## src/rtl/hazard_unit_if.sv

```systemverilog
// Hazard unit signal bundle: pipeline-side inputs and control outputs.
// master: pipeline/testbench side; slave: the hazard unit.
interface hazard_unit_if;
  logic [4:0]  rs1_IF_ID_in;
  logic [4:0]  rs2_IF_ID_in;
  logic [4:0]  rd_ID_EX_in;
  logic        MemRead_ID_EX_in;
  logic        branch_taken_EX_in;
  logic        dmem_req_in;
  logic        dmem_ready_in;
  logic        PCWrite_out;
  logic        IF_ID_Write_out;
  logic        ID_EX_Bubble_out;
  logic        IF_ID_Flush_out;
  logic        ID_EX_Flush_out;
  logic        Pipe_Freeze_out;
  logic        mem_timeout_out;
  logic [31:0] stall_cnt_out;

  modport master (
    output rs1_IF_ID_in, rs2_IF_ID_in, rd_ID_EX_in, MemRead_ID_EX_in,
           branch_taken_EX_in, dmem_req_in, dmem_ready_in,
    input  PCWrite_out, IF_ID_Write_out, ID_EX_Bubble_out, IF_ID_Flush_out,
           ID_EX_Flush_out, Pipe_Freeze_out, mem_timeout_out, stall_cnt_out
  );

  modport slave (
    input  rs1_IF_ID_in, rs2_IF_ID_in, rd_ID_EX_in, MemRead_ID_EX_in,
           branch_taken_EX_in, dmem_req_in, dmem_ready_in,
    output PCWrite_out, IF_ID_Write_out, ID_EX_Bubble_out, IF_ID_Flush_out,
           ID_EX_Flush_out, Pipe_Freeze_out, mem_timeout_out, stall_cnt_out
  );
endinterface

```

## src/rtl/hazard_unit.sv

```systemverilog
// Pipeline hazard unit: memory-wait freeze, taken-branch flush, load-use stall,
// sticky data-memory timeout flag.
// Optional macro HAZARD_STALL_CNT_EN adds a saturating stall-cycle counter;
// without it stall_cnt_out is tied to zero.
module hazard_unit #(
  parameter int unsigned MEM_TIMEOUT = 255  // legal range 2..255
) (
  input logic          clk,
  input logic          rst_n,
  hazard_unit_if.slave hz
);

  typedef enum logic [0:0] {StRun, StMemWait} state_e;

  localparam logic [7:0] WaitLimit = 8'(MEM_TIMEOUT - 1);

  state_e     state_q, state_d;
  logic [7:0] wait_cnt_q, wait_cnt_d;
  logic       timeout_q, timeout_d;
  logic       freeze;
  logic       load_use;
  logic       pc_write, if_id_write, bubble, if_id_flush, id_ex_flush;

  // Hazard detection terms
  always_comb begin
    freeze   = hz.dmem_req_in & ~hz.dmem_ready_in;
    load_use = hz.MemRead_ID_EX_in && (hz.rd_ID_EX_in != 5'd0) &&
               ((hz.rd_ID_EX_in == hz.rs1_IF_ID_in) || (hz.rd_ID_EX_in == hz.rs2_IF_ID_in));
  end

  // Control outputs, priority: freeze > taken branch > load-use
  always_comb begin
    pc_write    = 1'b1;
    if_id_write = 1'b1;
    bubble      = 1'b0;
    if_id_flush = 1'b0;
    id_ex_flush = 1'b0;
    if (freeze) begin
      // A branch held across the freeze is flushed in the first unfrozen cycle
      pc_write    = 1'b0;
      if_id_write = 1'b0;
    end else if (hz.branch_taken_EX_in) begin
      if_id_flush = 1'b1;
      id_ex_flush = 1'b1;
    end else if (load_use) begin
      pc_write    = 1'b0;
      if_id_write = 1'b0;
      bubble      = 1'b1;
    end
  end

  // Drive the interface outputs
  always_comb begin
    hz.PCWrite_out      = pc_write;
    hz.IF_ID_Write_out  = if_id_write;
    hz.ID_EX_Bubble_out = bubble;
    hz.IF_ID_Flush_out  = if_id_flush;
    hz.ID_EX_Flush_out  = id_ex_flush;
    hz.Pipe_Freeze_out  = freeze;
    hz.mem_timeout_out  = timeout_q;
  end

  // Next state: wait FSM, wait counter and sticky timeout flag
  always_comb begin
    state_d    = state_q;
    wait_cnt_d = 8'd0;
    timeout_d  = timeout_q;
    unique case (state_q)
      StRun:     if (freeze) state_d = StMemWait;
      StMemWait: if (!freeze) state_d = StRun;
      default:   state_d = StRun;
    endcase
    if (freeze) begin
      // First frozen cycle always sees a cleared count
      wait_cnt_d = (state_q == StMemWait) ? wait_cnt_q + 8'd1 : 8'd1;
      if (wait_cnt_q == WaitLimit) timeout_d = 1'b1;
    end
  end

  // State registers
  always_ff @(posedge clk or negedge rst_n) begin
    if (!rst_n) begin
      state_q    <= StRun;
      wait_cnt_q <= 8'd0;
      timeout_q  <= 1'b0;
    end else begin
      state_q    <= state_d;
      wait_cnt_q <= wait_cnt_d;
      timeout_q  <= timeout_d;
    end
  end

`ifdef HAZARD_STALL_CNT_EN
  logic [31:0] stall_cnt_q;

  // Saturating count of cycles with the PC held
  always_ff @(posedge clk or negedge rst_n) begin
    if (!rst_n) begin
      stall_cnt_q <= 32'd0;
    end else if (!pc_write && (stall_cnt_q != 32'hFFFF_FFFF)) begin
      stall_cnt_q <= stall_cnt_q + 32'd1;
    end
  end

  assign hz.stall_cnt_out = stall_cnt_q;
`else
  assign hz.stall_cnt_out = 32'd0;
`endif

endmodule

```

## src/flat_wrapper.sv

```systemverilog
// flat-port wrapper written by rule: the top's interface ports become plain ports
module hazard_unit_flat 
#(
  parameter int unsigned MEM_TIMEOUT = 255                       
)
  (clk, rst_n, hz_rs1_IF_ID_in, hz_rs2_IF_ID_in, hz_rd_ID_EX_in, hz_MemRead_ID_EX_in, hz_branch_taken_EX_in, hz_dmem_req_in, hz_dmem_ready_in, hz_PCWrite_out, hz_IF_ID_Write_out, hz_ID_EX_Bubble_out, hz_IF_ID_Flush_out, hz_ID_EX_Flush_out, hz_Pipe_Freeze_out, hz_mem_timeout_out, hz_stall_cnt_out);
  hazard_unit_if hz_i ();
  input logic clk;
  input logic rst_n;
  input wire logic [$bits(hz_i.rs1_IF_ID_in)-1:0] hz_rs1_IF_ID_in;
  input wire logic [$bits(hz_i.rs2_IF_ID_in)-1:0] hz_rs2_IF_ID_in;
  input wire logic [$bits(hz_i.rd_ID_EX_in)-1:0] hz_rd_ID_EX_in;
  input wire logic [$bits(hz_i.MemRead_ID_EX_in)-1:0] hz_MemRead_ID_EX_in;
  input wire logic [$bits(hz_i.branch_taken_EX_in)-1:0] hz_branch_taken_EX_in;
  input wire logic [$bits(hz_i.dmem_req_in)-1:0] hz_dmem_req_in;
  input wire logic [$bits(hz_i.dmem_ready_in)-1:0] hz_dmem_ready_in;
  output wire logic [$bits(hz_i.PCWrite_out)-1:0] hz_PCWrite_out;
  output wire logic [$bits(hz_i.IF_ID_Write_out)-1:0] hz_IF_ID_Write_out;
  output wire logic [$bits(hz_i.ID_EX_Bubble_out)-1:0] hz_ID_EX_Bubble_out;
  output wire logic [$bits(hz_i.IF_ID_Flush_out)-1:0] hz_IF_ID_Flush_out;
  output wire logic [$bits(hz_i.ID_EX_Flush_out)-1:0] hz_ID_EX_Flush_out;
  output wire logic [$bits(hz_i.Pipe_Freeze_out)-1:0] hz_Pipe_Freeze_out;
  output wire logic [$bits(hz_i.mem_timeout_out)-1:0] hz_mem_timeout_out;
  output wire logic [$bits(hz_i.stall_cnt_out)-1:0] hz_stall_cnt_out;
  assign hz_i.rs1_IF_ID_in = hz_rs1_IF_ID_in;
  assign hz_i.rs2_IF_ID_in = hz_rs2_IF_ID_in;
  assign hz_i.rd_ID_EX_in = hz_rd_ID_EX_in;
  assign hz_i.MemRead_ID_EX_in = hz_MemRead_ID_EX_in;
  assign hz_i.branch_taken_EX_in = hz_branch_taken_EX_in;
  assign hz_i.dmem_req_in = hz_dmem_req_in;
  assign hz_i.dmem_ready_in = hz_dmem_ready_in;
  assign hz_PCWrite_out = hz_i.PCWrite_out;
  assign hz_IF_ID_Write_out = hz_i.IF_ID_Write_out;
  assign hz_ID_EX_Bubble_out = hz_i.ID_EX_Bubble_out;
  assign hz_IF_ID_Flush_out = hz_i.IF_ID_Flush_out;
  assign hz_ID_EX_Flush_out = hz_i.ID_EX_Flush_out;
  assign hz_Pipe_Freeze_out = hz_i.Pipe_Freeze_out;
  assign hz_mem_timeout_out = hz_i.mem_timeout_out;
  assign hz_stall_cnt_out = hz_i.stall_cnt_out;
  hazard_unit #(.MEM_TIMEOUT(MEM_TIMEOUT)) u_core (.clk(clk), .rst_n(rst_n), .hz(hz_i));
endmodule
```

## config.mk

```make
export PLATFORM = sky130hd
export DESIGN_NAME = hazard_unit_flat
export DESIGN_NICKNAME = d
export VERILOG_FILES = /design/src/rtl/hazard_unit_if.sv /design/src/rtl/hazard_unit.sv /design/src/flat_wrapper.sv
export SDC_FILE = /design/constraint.sdc
export NUM_CORES = 1
export LEC_CHECK = 0
export CORE_MARGIN = 5
export CORE_UTILIZATION = 25
export DETAILED_ROUTE_END_ITERATION = 7
export GPL_ROUTABILITY_DRIVEN = 1
export HOLD_SLACK_MARGIN = 0.12
export PLACE_DENSITY_LB_ADDON = 0.2
export SLEW_MARGIN = 10
export SYNTH_ARGS = -nofsm -noshare
export SYNTH_HDL_FRONTEND = slang
export SYNTH_SLANG_ARGS = --single-unit
```

## constraint.sdc

```tcl
create_clock -name clk -period 1.8 [get_ports clk]
set_clock_uncertainty 0.1 [all_clocks]
set_input_delay 0.36 -clock clk [delete_from_list [all_inputs] [get_ports clk]]
set_output_delay 0.36 -clock clk [all_outputs]
set_load 0.02 [all_outputs]
```

After elaboration in Yosys (flattened, before gate mapping)
Cells that the tools add are included.
W data, S select, Z words.
{ "word_totals": {"regBits": 10, "out_inout_bits": 39, "word_cells": 25} }
{ "classes": {"n_addsub": 1, "eq_ne": 3, "mux": 11, "bitwise_logic": 2, "reduce_logical": 5} }
{ "ops": {"columns": ["cell", "count"], "rows": [
  ["$mux W8", 2],
  ["$eq A5 B5 Y1", 2],
  ["$mux W1", 9],
  ["$add A8 B1 Y8 const B", 1],
  ["$eq A8 B8 Y1 const B", 1],
  ["$reduce_bool A5 Y1", 1],
  ["$logic_and A1 B1 Y1", 2],
  ["$reduce_and A2 Y1", 1],
  ["$and A1 B1 Y1", 1],
  ["$logic_or A1 B1 Y1", 1],
  ["$not A1 Y1", 1]
]} }

Longest topological paths before layout
Gate-level depths: netlist of run 1.
{ "depth": {"depth_word": 6, "ltp_mapped": 5, "depth_no_buf": 4} }

Worst setup path after synthesis of run 1
Ideal clock, no wire load.
{ "synth_path": {"path_kind": "in2out", "from": "input hz_rd_ID_EX_in[0]", "to": "output hz_PCWrite_out", "arrival_ps": 1647, "required_ps": 1340, "slack_ps": -307, "stages": 5, "path_cell_list": "or4_1 -> nor2_1 -> nor3b_1 -> a21oi_1 -> buf_4"} }
{ "synth_between": {"elab_chain_len": 6, "elab_cells_between_ends": 9, "cone_classes": "eq/ne (2); mux (3); reduce/logical (4)"} }
{ "synth_rtl": {"columns": ["element", "line_no", "text"], "rows": [
  ["start: declaration", "flat_wrapper.sv:12", "input wire logic [$bits(hz_i.rd_ID_EX_in)-1:0] hz_rd_ID_EX_in;"],
  ["$eq A5 B5 Y1 / $reduce_bool A5 Y1 (equally long branches)", "hazard_unit.sv:28, hazard_unit.sv:27", null],
  ["$logic_or A1 B1 Y1 / $logic_and A1 B1 Y1 (equally long branches)", "hazard_unit.sv:28, hazard_unit.sv:27", null],
  ["$logic_and A1 B1 Y1 (*)", "hazard_unit.sv:27", "load_use = hz.MemRead_ID_EX_in && (hz.rd_ID_EX_in != 5'd0) &&"],
  ["$mux W1 (*) (3 in a row)", null, null],
  ["end: declaration", "flat_wrapper.sv:17", "output wire logic [$bits(hz_i.PCWrite_out)-1:0] hz_PCWrite_out;"]
]} }
Mark *: on every way between the ends. The rest lies on a longest branch, timed or not.

Worst setup path in the final report of run 1
{ "layout_path": {"from": "input hz_rd_ID_EX_in[3]", "to": "output hz_ID_EX_Bubble_out"} }
{ "layout_between": {"elab_chain_len": 6, "elab_cells_between_ends": 9, "cone_classes": "eq/ne (2); mux (3); reduce/logical (4)"} }
{ "layout_rtl": {"columns": ["element", "line_no", "text"], "rows": [
  ["$eq A5 B5 Y1 / $reduce_bool A5 Y1 (equally long branches)", "hazard_unit.sv:28, hazard_unit.sv:27", null],
  ["$logic_or A1 B1 Y1 / $logic_and A1 B1 Y1 (equally long branches)", "hazard_unit.sv:28, hazard_unit.sv:27", null],
  ["$logic_and A1 B1 Y1 (*)", "hazard_unit.sv:27", null],
  ["$mux W1 (*)", "hazard_unit.sv:45", "end else if (load_use) begin"],
  ["$mux W1 (*)", "hazard_unit.sv:42", "end else if (hz.branch_taken_EX_in) begin"],
  ["$mux W1 (*)", "hazard_unit.sv:38", "if (freeze) begin"],
  ["end: declaration", "flat_wrapper.sv:19", "output wire logic [$bits(hz_i.ID_EX_Bubble_out)-1:0] hz_ID_EX_Bubble_out;"]
]} }
Marked as above.

==> flow_summary.ini, run 1 <==
[finish]
synthToLayoutAreaGrowth_pct = 32.94
fin_area_um2 = 1116
layout-drive-gt1-share_pct = 22.05
finalNonFillerCells = 173
multi_input_area_um2 = 495.5
fillCellCount = 362
diodes = 0
layout.nets = 151
seqCellArea_um2 = 250.2

[placement]
port_buffers = 27
post-place-ws_ns = -0.9101
place_inst = 169
globalplace.congestion = 0.7670
dp_hpwl_um = 1395
placed_area_um2 = 1072

[floorplan]
die_x_um = 67.95
start_util_pct = 25.56
rows = 21
dieArea_um2 = 4617
fp.dieH_um = 67.95
core-area_um2 = 3284
io_pins = 60

[drt]
drt_iter0_markers = 58
viasPerCell = 3.590
via_count = 621
firstDrtPassIters = 4
wl_per_cell_um = 9.682
drc = 0
ant_nets = 0
wl_um = 1675

[synth]
yosys-top-cells-area = buf_4 30%, dfrtp_1 30%, xnor2_1 11%
async_flop_share_pct = 100.0
synth_edf_count = 0
ys_ff_latch = 10
avgSynthCellArea_um2 = 8.931
syn_area_um2 = 839.6
netlist_instances = 94
post-synth-top-count-cell = buf_4
synth-main-ff-cell = dfrtp_1
yosys_warnings = 0
yosysTopAreaCellShare_pct = 30.40
synth_top_cells_by_count = 34 x buf_4, 11 x xnor2_1, 10 x dfrtp_1
yosysSeqAreaShare_pct = 29.81
synth_top_area_cell = buf_4
synthDistinctLibCells = 21

[outcome]
status = complete, but fails checks
violations = setup timing

[power]
p_total_mw = 0.6167
ir_worst_vdd_mv = 0.1501
p_leak_nw = 0.5598
power_density_nw_per_um2 = 552.5

[cts]
worstSkewPairLatency_ns = 0.27
clock_sinks = 10
ctsHoldBuffers = 0
cts_buffers = 3
cts-root-buf = clkbuf_4
clk_path_buf_depth = 2
path_clk_slew_ns = 0.07
cts_setup_buffers = 0
htree_num_levels = 1
cts_tree = yes

[global_routing]
antenna_found_initial = 0
grtUsageTotal_pct = 7.729
grt_pass1_vias = 618
grt_max_degree = 11
grt_pass1_wl_um = 2615
grt_overflow = 0

[sta]
fin_ws_ns = -0.1150
whs_ns = 0.3031
max_freq_mhz = 522.2
setup_viol = 3
fin_crit_ns = 1.915
rsz0062_at_grt = true
slew_violations = 0
hold_viol = 0
period_share_pct = 106.4

[critical_path]
startpoint_type = primary input
cpMostUsedCell = buf_6
crit_arrival_ns = 1.46
end_kind = output pin
cp.required_ns = 1.34
critical_path_class = primary input to output pin
crit_path_max_fanout = 2
cp_slowest_cell = or4_4
path_cells = buf_6 > or4_4 > nor2_4 > nor3b_2 > and3b_1 > buf_6
max_stage_delay_ns = 0.53

[worst_hold_path]
hp-class = primary input to asynchronous set/reset pin

[flow_run]
cap_violations = 0
## per-stage QoR
| step | util (%) | TNS, ns |
|---|---|---|
| 6_report | 33.98 | -0.2978 |
| 2_1_floorplan | - | -0.1471 |
| 3_3_place_gp | 32.65 | -3.724 |
| 3_5_place_dp | 32.65 | -3.797 |
| 4_1_cts | 33.10 | -0.4896 |
| 5_1_grt | 33.98 | -0.4239 |
## worst max-delay path, delay by kind of cell
kind | cells | cell delay [ns]
buffers and inverters | 2 | 0.22
AND/OR/NAND/NOR | 4 | 0.86
## sequential cells by signal (all words and copies together) (netlist names)
register / flops
u_core.wait_cnt_q: 8
u_core.state_q: 1
u_core.hz.mem_timeout_out: 1
## per-layer routing
metal | GRT usage (%) | routed length [um]
met1 | 9.172 | 654
met2 | 10.35 | 705
met3 | 4.433 | 274
met4 | 5.211 | 40
met5 | 0 | 0
## cells in the final DEF (no fill, tap or decap)
master            n
conb_1           32
xnor2_1          10
dfrtp_1          10
dlygate4sd2_1     8
nor2_1            7
clkdlybuf4s50_1   6
buf_2             6
xor2_1            5
nand3_1           5
buf_4             5
nand2_1           4
buf_6             4
clkbuf_4          3
and3_1            2
ha_1              2
dlymetal6s2s_1    2
nor2b_4           1
and4_1            1
inv_1             1
a21boi_0          1
xnor2_2           1
o22ai_2           1
or4_4             1
nor2_4            1
nor3b_2           1
a21oi_4           1
nor2b_1           1
and3b_1           1
nand4_1           1
a31o_2            1
clkbuf_8          1
clkbuf_2          1
## area by class of cell
type                    instances  area share (%)
flip-flops and latches         10           22.42
inverters                       1          0.3363
multi-input cells              80           44.39
clock buffers                   4           3.251
well taps                      46           5.157
repair buffers                 32           24.44
## cells by family after synthesis
| family | after synthesis | share of synthesized area [%] |
|---|---|---|
| other cells | 1 | 0.4467 |
| flops | 10 | 29.81 |
| compound gates | 4 | 3.279 |
| simple gates | 26 | 15.95 |
| buf+inv | 35 | 30.85 |
| fa+ha+maj | 2 | 2.980 |
| xor+xnor | 16 | 16.69 |
## report_power, final
part           leakage, nW  total [mW]  switching [mW]  internal (mW)
logic                0.401       0.182           0.113         0.0693
clock network       0.0210       0.205          0.0819          0.123
registers            0.138       0.230         0.00277          0.227
total                0.560       0.617           0.197          0.419
## worst paths after layout
check	start	endpoint	slack, ns	depth (start not counted)
hold / removal	rst_n	u_core.wait_cnt_q[5]	0.30	1
setup reg to reg	u_core.wait_cnt_q[0]	u_core.hz.mem_timeout_out	0.53	4
setup / recovery	hz_rd_ID_EX_in[3]	hz_ID_EX_Bubble_out	-0.12	6
max in group asynchronous	rst_n	u_core.wait_cnt_q[7]	0.99	1
min in group clk	u_core.hz.mem_timeout_out	u_core.hz.mem_timeout_out	0.37	1
hold reg to reg	u_core.hz.mem_timeout_out	u_core.hz.mem_timeout_out	0.37	1
## repair_timing
action / CTS / global route
hold endpoints to repair: 0 / 0
resized for setup: 55 / 12
pin swaps: 16 / 6
setup endpoints to repair: 6 / 4
Note: power is estimated with default switching activity, not from simulation.
==> run 2, diff against run 1 <==
--- a/config.mk
+++ b/config.mk
@@ -5,12 +5,14 @@
 export SDC_FILE = /design/constraint.sdc
 export NUM_CORES = 1
 export LEC_CHECK = 0
+export ABC_AREA = 0
 export CORE_MARGIN = 5
 export CORE_UTILIZATION = 25
 export DETAILED_ROUTE_END_ITERATION = 7
 export GPL_ROUTABILITY_DRIVEN = 1
 export HOLD_SLACK_MARGIN = 0.12
 export PLACE_DENSITY_LB_ADDON = 0.2
+export REMOVE_ABC_BUFFERS = 1
 export SLEW_MARGIN = 10
 export SYNTH_ARGS = -nofsm -noshare
 export SYNTH_HDL_FRONTEND = slang
==> run 2 against run 1 <==
  * The run still ends with setup timing left
  * Hold slack better by 0.010 ns
  * Power down 9.0%
  * Count of clock-buffer cells in the layout fell by 1
  * Sequential share of layout area is 0.15 points lower
  * Clock power fell by 29%
  * Combinational power rose by 2%
  * Critical endpoint unchanged
  * Core utilization increased by 0.23 points
  * Largest cell class unchanged
  * Maximum frequency is 1.1% higher
  * Largest power group unchanged
  * Die area did not move
  * Via count is 4.5% higher
  * Flip-flop and latch count stayed put
  * Register-to-register slack got worse by 0.04 ns
==> flow_summary.ini, run 2 (synthesized netlist as in run 1, its figures left out) <==
[critical_path]
cp_slowest_cell = or4_4
critical_path_class = primary input to output pin
path_cells = buf_6 > or4_4 > nor2_4 > nor3b_2 > and3b_1 > buf_6
crit_arrival_ns = 1.43
end_kind = output pin
cpMostUsedCell = buf_6
max_stage_delay_ns = 0.53
crit_path_max_fanout = 2
startpoint_type = primary input
r2r_cells = 4
cp.required_ns = 1.34

[global_routing]
antenna_found_initial = 0
grt_overflow = 0
grt_pass1_vias = 640
grt_max_degree = 11
grtUsageTotal_pct = 7.700
grt_pass1_wl_um = 2635

[worst_hold_path]
hp-class = primary input to asynchronous set/reset pin

[placement]
port_buffers = 27
dp_hpwl_um = 1493
globalplace.congestion = 0.6384

[sta]
whs_ns = 0.3134
fin_ws_ns = -0.09499
slew_violations = 0
setup-tns-final_ns = -0.2829
max_freq_mhz = 527.7
fin_crit_ns = 1.895
period_share_pct = 105.3
hold_viol = 0
rsz0062_at_grt = true
setup_viol = 3

[drt]
drc = 0
wl_per_cell_um = 9.874
ant_nets = 0
via_count = 649
wl_um = 1728
viasPerCell = 3.709
firstDrtPassIters = 3
drt_iter0_markers = 17

[power]
ir_worst_vdd_mv = 0.1262
p_leak_nw = 0.5573
power_density_nw_per_um2 = 499.5
p_total_mw = 0.5612

[finish]
utilization_pct = 34.21
largest_reg_flops = 8
layout.nets = 154
synthToLayoutAreaGrowth_pct = 33.83
diodes = 0
top_register = u_core.wait_cnt_q
layout-drive-gt1-share_pct = 23.26
final_cell_mix = 32 x conb_1, 11 x dlygate4sd2_1, 10 x dfrtp_1, 9 x xnor2_1, 9 x buf_4
final_common_cell = conb_1

[floorplan]
dieArea_um2 = 4617
start_util_pct = 25.56
rows = 21
die_x_um = 67.95
fp.dieH_um = 67.95
core-area_um2 = 3284
io_pins = 60

[outcome]
status = complete, but fails checks
violations = setup timing

[cts]
cts_buffers = 3
ctsHoldBuffers = 0
worstSkewPairLatency_ns = 0.26
clock_sinks = 10
clk_path_buf_depth = 2
htree_num_levels = 1
path_clk_slew_ns = 0.06
cts-root-buf = clkbuf_4
cts_tree = yes

[flow_run]
cap_violations = 0
[run 2: path summary, 6_finish.rpt]
| path | from | slack (ns) | end |
|---|---|---|---|
| min reg2reg | u_core.state_q | 0.36 | u_core.wait_cnt_q[0] |
| min in group clk | u_core.state_q | 0.36 | u_core.wait_cnt_q[0] |
| min | rst_n | 0.31 | u_core.wait_cnt_q[4] |
| max | hz_rd_ID_EX_in[4] | -0.09 | hz_ID_EX_Bubble_out |
| max reg2reg | u_core.wait_cnt_q[0] | 0.49 | u_core.hz.mem_timeout_out |
| max in group asynchronous | rst_n | 0.98 | u_core.wait_cnt_q[7] |
[run 2: per-stage QoR]
step           instances  worst slack [ns]  cell area [um2]
2_1_floorplan         91           -0.3206            700.7
3_3_place_gp         171           -0.9184             1081
3_5_place_dp         171           -0.9177             1081
4_1_cts              175           -0.1306             1099
5_1_grt              175           -0.1269             1124
6_report             175          -0.09499             1124
[run 2: area by class of cell]
type	instances	area (um2)
multi-input cells	80	495.5
well taps	46	57.56
repair buffers	35	294.0
fillers	357	2161
inverters	1	3.754
flip-flops and latches	10	250.2
clock buffers	3	22.52
[run 2: critical path: cells and delay by family]
kind                   cells  cell delay, ns
AND/OR/NAND/NOR            4            0.85
buffers and inverters      2            0.22
[run 2: metal layers]
layer / wire length [um] / GRT usage, % / up-vias
li1: - / - / 313
met1: 640 / 8.004 / 289
met2: 799 / 12.39 / 45
met3: 266 / 4.926 / 2
met4: 21 / 2.978 / 0
met5: 0 / 0 / -
[run 2: where the power goes]
part / switching, mW / total (mW) / internal [mW]
clock: 0.0684 / 0.145 / 0.0768
combinational: 0.112 / 0.186 / 0.0735
sequential: 0.00293 / 0.230 / 0.227
[run 2: what timing repair did]
item	4_1_cts	5_1_grt
setup buffers	1	0
endpoints found under the setup margin	6	3
pin swaps	16	3
resized for setup	60	7
==> patch: new RTL, config.mk and constraints of run 2 <==
Add a define of `HAZARD_STALL_CNT_EN`.
--- a/src/rtl/hazard_unit.sv
+++ b/src/rtl/hazard_unit.sv
@@ -2,6 +2,8 @@
 // sticky data-memory timeout flag.
 // Optional macro HAZARD_STALL_CNT_EN adds a saturating stall-cycle counter;
 // without it stall_cnt_out is tied to zero.
+`define HAZARD_STALL_CNT_EN
+
 module hazard_unit #(
   parameter int unsigned MEM_TIMEOUT = 255  // legal range 2..255
 ) (
Behaviour: not the same (a bounded check fails within 4 cycles, from zero or initial values and one cycle with rst_n low).
==> patch against run 2 <==
- the run still ends with setup timing left
- sequential power grew to 4.5 times the old value
- count of clock-buffer cells in the layout grew 3
- register-to-register slack lost 0.75 ns
- global-route usage grew 3.8 points
- worst hold slack gained 0.025 ns
- area after synthesis grew to 2.6 times the old value
- sequential cell count grew 32
- first-iteration DRC count grew 94%
- cell area grew to 3.3 times the old value
- critical path depth grew 1
- sequential share of layout area grew 6.0 points
- worst setup slack lost 0.17 ns
- power grew to 4.1 times the old value
- critical endpoint is now u_core.hz.stall_cnt_out[19]$_DFFE_PN0P_
- routed wire length grew to 3.4 times the old value
==> patch: results (changes against run 2) <==
[cts]
path_clk_slew_ns=0.09  ; was 0.06 ns
insertion_delay_ns=0.29  ; was 0.26 ns
numCtsBuffers=5  ; was 3
htree_levels=2  ; was 1
cts_root_buf=clkbuf_8  ; was clkbuf_4

[place]
port_buffers=59  ; was 27
hpwl_um=4370  ; was 1490 um
gp_congestion=0.752  ; was 0.638
dpl_cell_area_mm2=0.00329  ; was 0.00108 mm2

[synthesis]
synth.mux.area_fraction=0.00521  ; was 0
ys_seq_area_frac=0.486  ; was 0.298
post_synth_xor_area_fraction=0.191  ; was 0.167
ys_top_cells_by_area=dfrtp_1 (49%), xnor2_1 (14%), xor2_1 (5.3%)  ; was buf_4 (30%), dfrtp_1 (30%), xnor2_1 (11%)
synth_compound_area_frac=0.0261  ; was 0.0328
synth_fa_ha_area_frac=0.0174  ; was 0.0298
synth.distinct_cells=36  ; was 21

[global_routing]
grt_pass1_vias=2051  ; was 640
use_met3=0.0271  ; was 0.0493
grt_pass1_wl_um=9670  ; was 2640 um
grt_usage=0.115  ; was 0.0770
use_met1=0.150  ; was 0.0800
grt_max_degree=22  ; was 11
use_met2=0.196  ; was 0.124

[setup_path]
arrival_ns=2.15  ; was 1.43 ns
critPathCapture=u_core.hz.stall_cnt_out[19]$_DFFE_PN0P_  ; was hz_ID_EX_Bubble_out
ff2ff_path_depth=7  ; was 4
path_class=register to register  ; was input port to output port
r2r_start=u_core.hz.stall_cnt_out[19]$_DFFE_PN0P_  ; was u_core.wait_cnt_q[0]$_DFF_PN0_

[status]
status=complete, but fails checks  ; unchanged
violations=setup timing  ; unchanged

[min_path]
hold_class=register to register  ; was input port to async pin

[sta]
timing.final.ws_setup_ns=-0.263  ; was -0.0950 ns
setup_viol=32  ; was 3
fin_setup_tns_ns=-5.23  ; was -0.283 ns

[cells_and_area]
fillers=829  ; was 357
drive_gt1_frac=0.422  ; was 0.233
nets=355  ; was 154
largest_reg_flops=32  ; was 8

[drt]
drtPass1Iterations=4  ; was 3
routedWlPerCell_um=13.4  ; was 9.87 um
vias_per_cell=4.36  ; was 3.71
drt_iter0_drc=33  ; was 17

[pwr]
peakVddDrop_v=0.000624  ; was 0.000126 V
power_density_mw_per_mm2=620  ; was 500 mW/mm2

patch: cell count changes after synthesis, sizes merged, moves of 3 or more:
cell / run 2 / this run
nor2: 8 / 14
dfrtp: 10 / 42
buf: 34 / 5
xor2: 5 / 13
nand2: 4 / 18
inv: 1 / 4
xnor2: 11 / 34
nand3: 5 / 20
nand4: 1 / 10
and2: 0 / 3
and3: 2 / 6
nand2b: 0 / 3
nor3: 0 / 8
patch: cell families after synthesis:
| group | count (synthesis) |
|---|---|
| buf+inv | 10 |
| simple gates | 93 |
| flops | 42 |
| fa+ha+maj | 3 |
| mux | 1 |
| xor+xnor | 47 |
| compound gates | 6 |
patch: report_power, final:
part           total (mW)  internal, mW  switching (mW)
sequential           1.03         0.996          0.0346
combinational       0.638         0.307           0.332
clock               0.641         0.309           0.332
total                2.31          1.61           0.698
patch: worst min-delay path by stage:
stage                                                  endpoint  slack, ns                      from
after CTS                        u_core.wait_cnt_q[0]$_DFF_PN0_       0.34  u_core.state_q$_DFF_PN0_
after detailed placement  u_core.hz.mem_timeout_out$_DFFE_PN0P_       0.17                     rst_n
after global routing             u_core.wait_cnt_q[0]$_DFF_PN0_       0.39  u_core.state_q$_DFF_PN0_
after floorplan           u_core.hz.mem_timeout_out$_DFFE_PN0P_      -0.04                     rst_n
after global placement           u_core.wait_cnt_q[7]$_DFF_PN0_       0.17                     rst_n
final                            u_core.wait_cnt_q[0]$_DFF_PN0_       0.34  u_core.state_q$_DFF_PN0_
patch: repair_timing:
item / 4_1_cts / 5_1_grt
endpoints found under the setup margin: 70 / 37
cloned: 0 / 1
buffers inserted: 9 / 3
hold buffers: 1 / 0
hold endpoints to repair: 10 / 0
pin swaps: 29 / 42
resized for setup: 106 / 58
patch: worst register-to-register path, cell delays in order (launching register included):
cell and delay, ns:
dfrtp_1 0.39, nand4_1 0.13, or3_4 0.37, or4_4 0.54, nand4b_4 0.16, buf_6 0.12, nor2_2 0.03, xor2_1 0.13
patch: cell type report:
type	count	area (um2)	area share
multi-input combinational	150	1350	0.361
timing repair buffer	128	1080	0.290
sequential	42	1050	0.282
tap	108	135	0.0363
clock buffer	6	82.6	0.0222
inverter	4	15.0	0.00403
clock inverter	2	12.5	0.00336
patch: through the flow:
stage,util,cells,power [mW]
floorplan,-,196,1.28
global placement,0.385,420,1.64
detailed placement,0.385,420,1.64
CTS,0.408,438,2.26
global route,0.435,440,2.43
finish,0.435,440,2.31
patch: per-layer routing:
layer  wire length (um)  vias up
met5                  0        -
li1                   -      952
met2               3040       29
met3                203        4
met4                 23        0
met1               2620      935
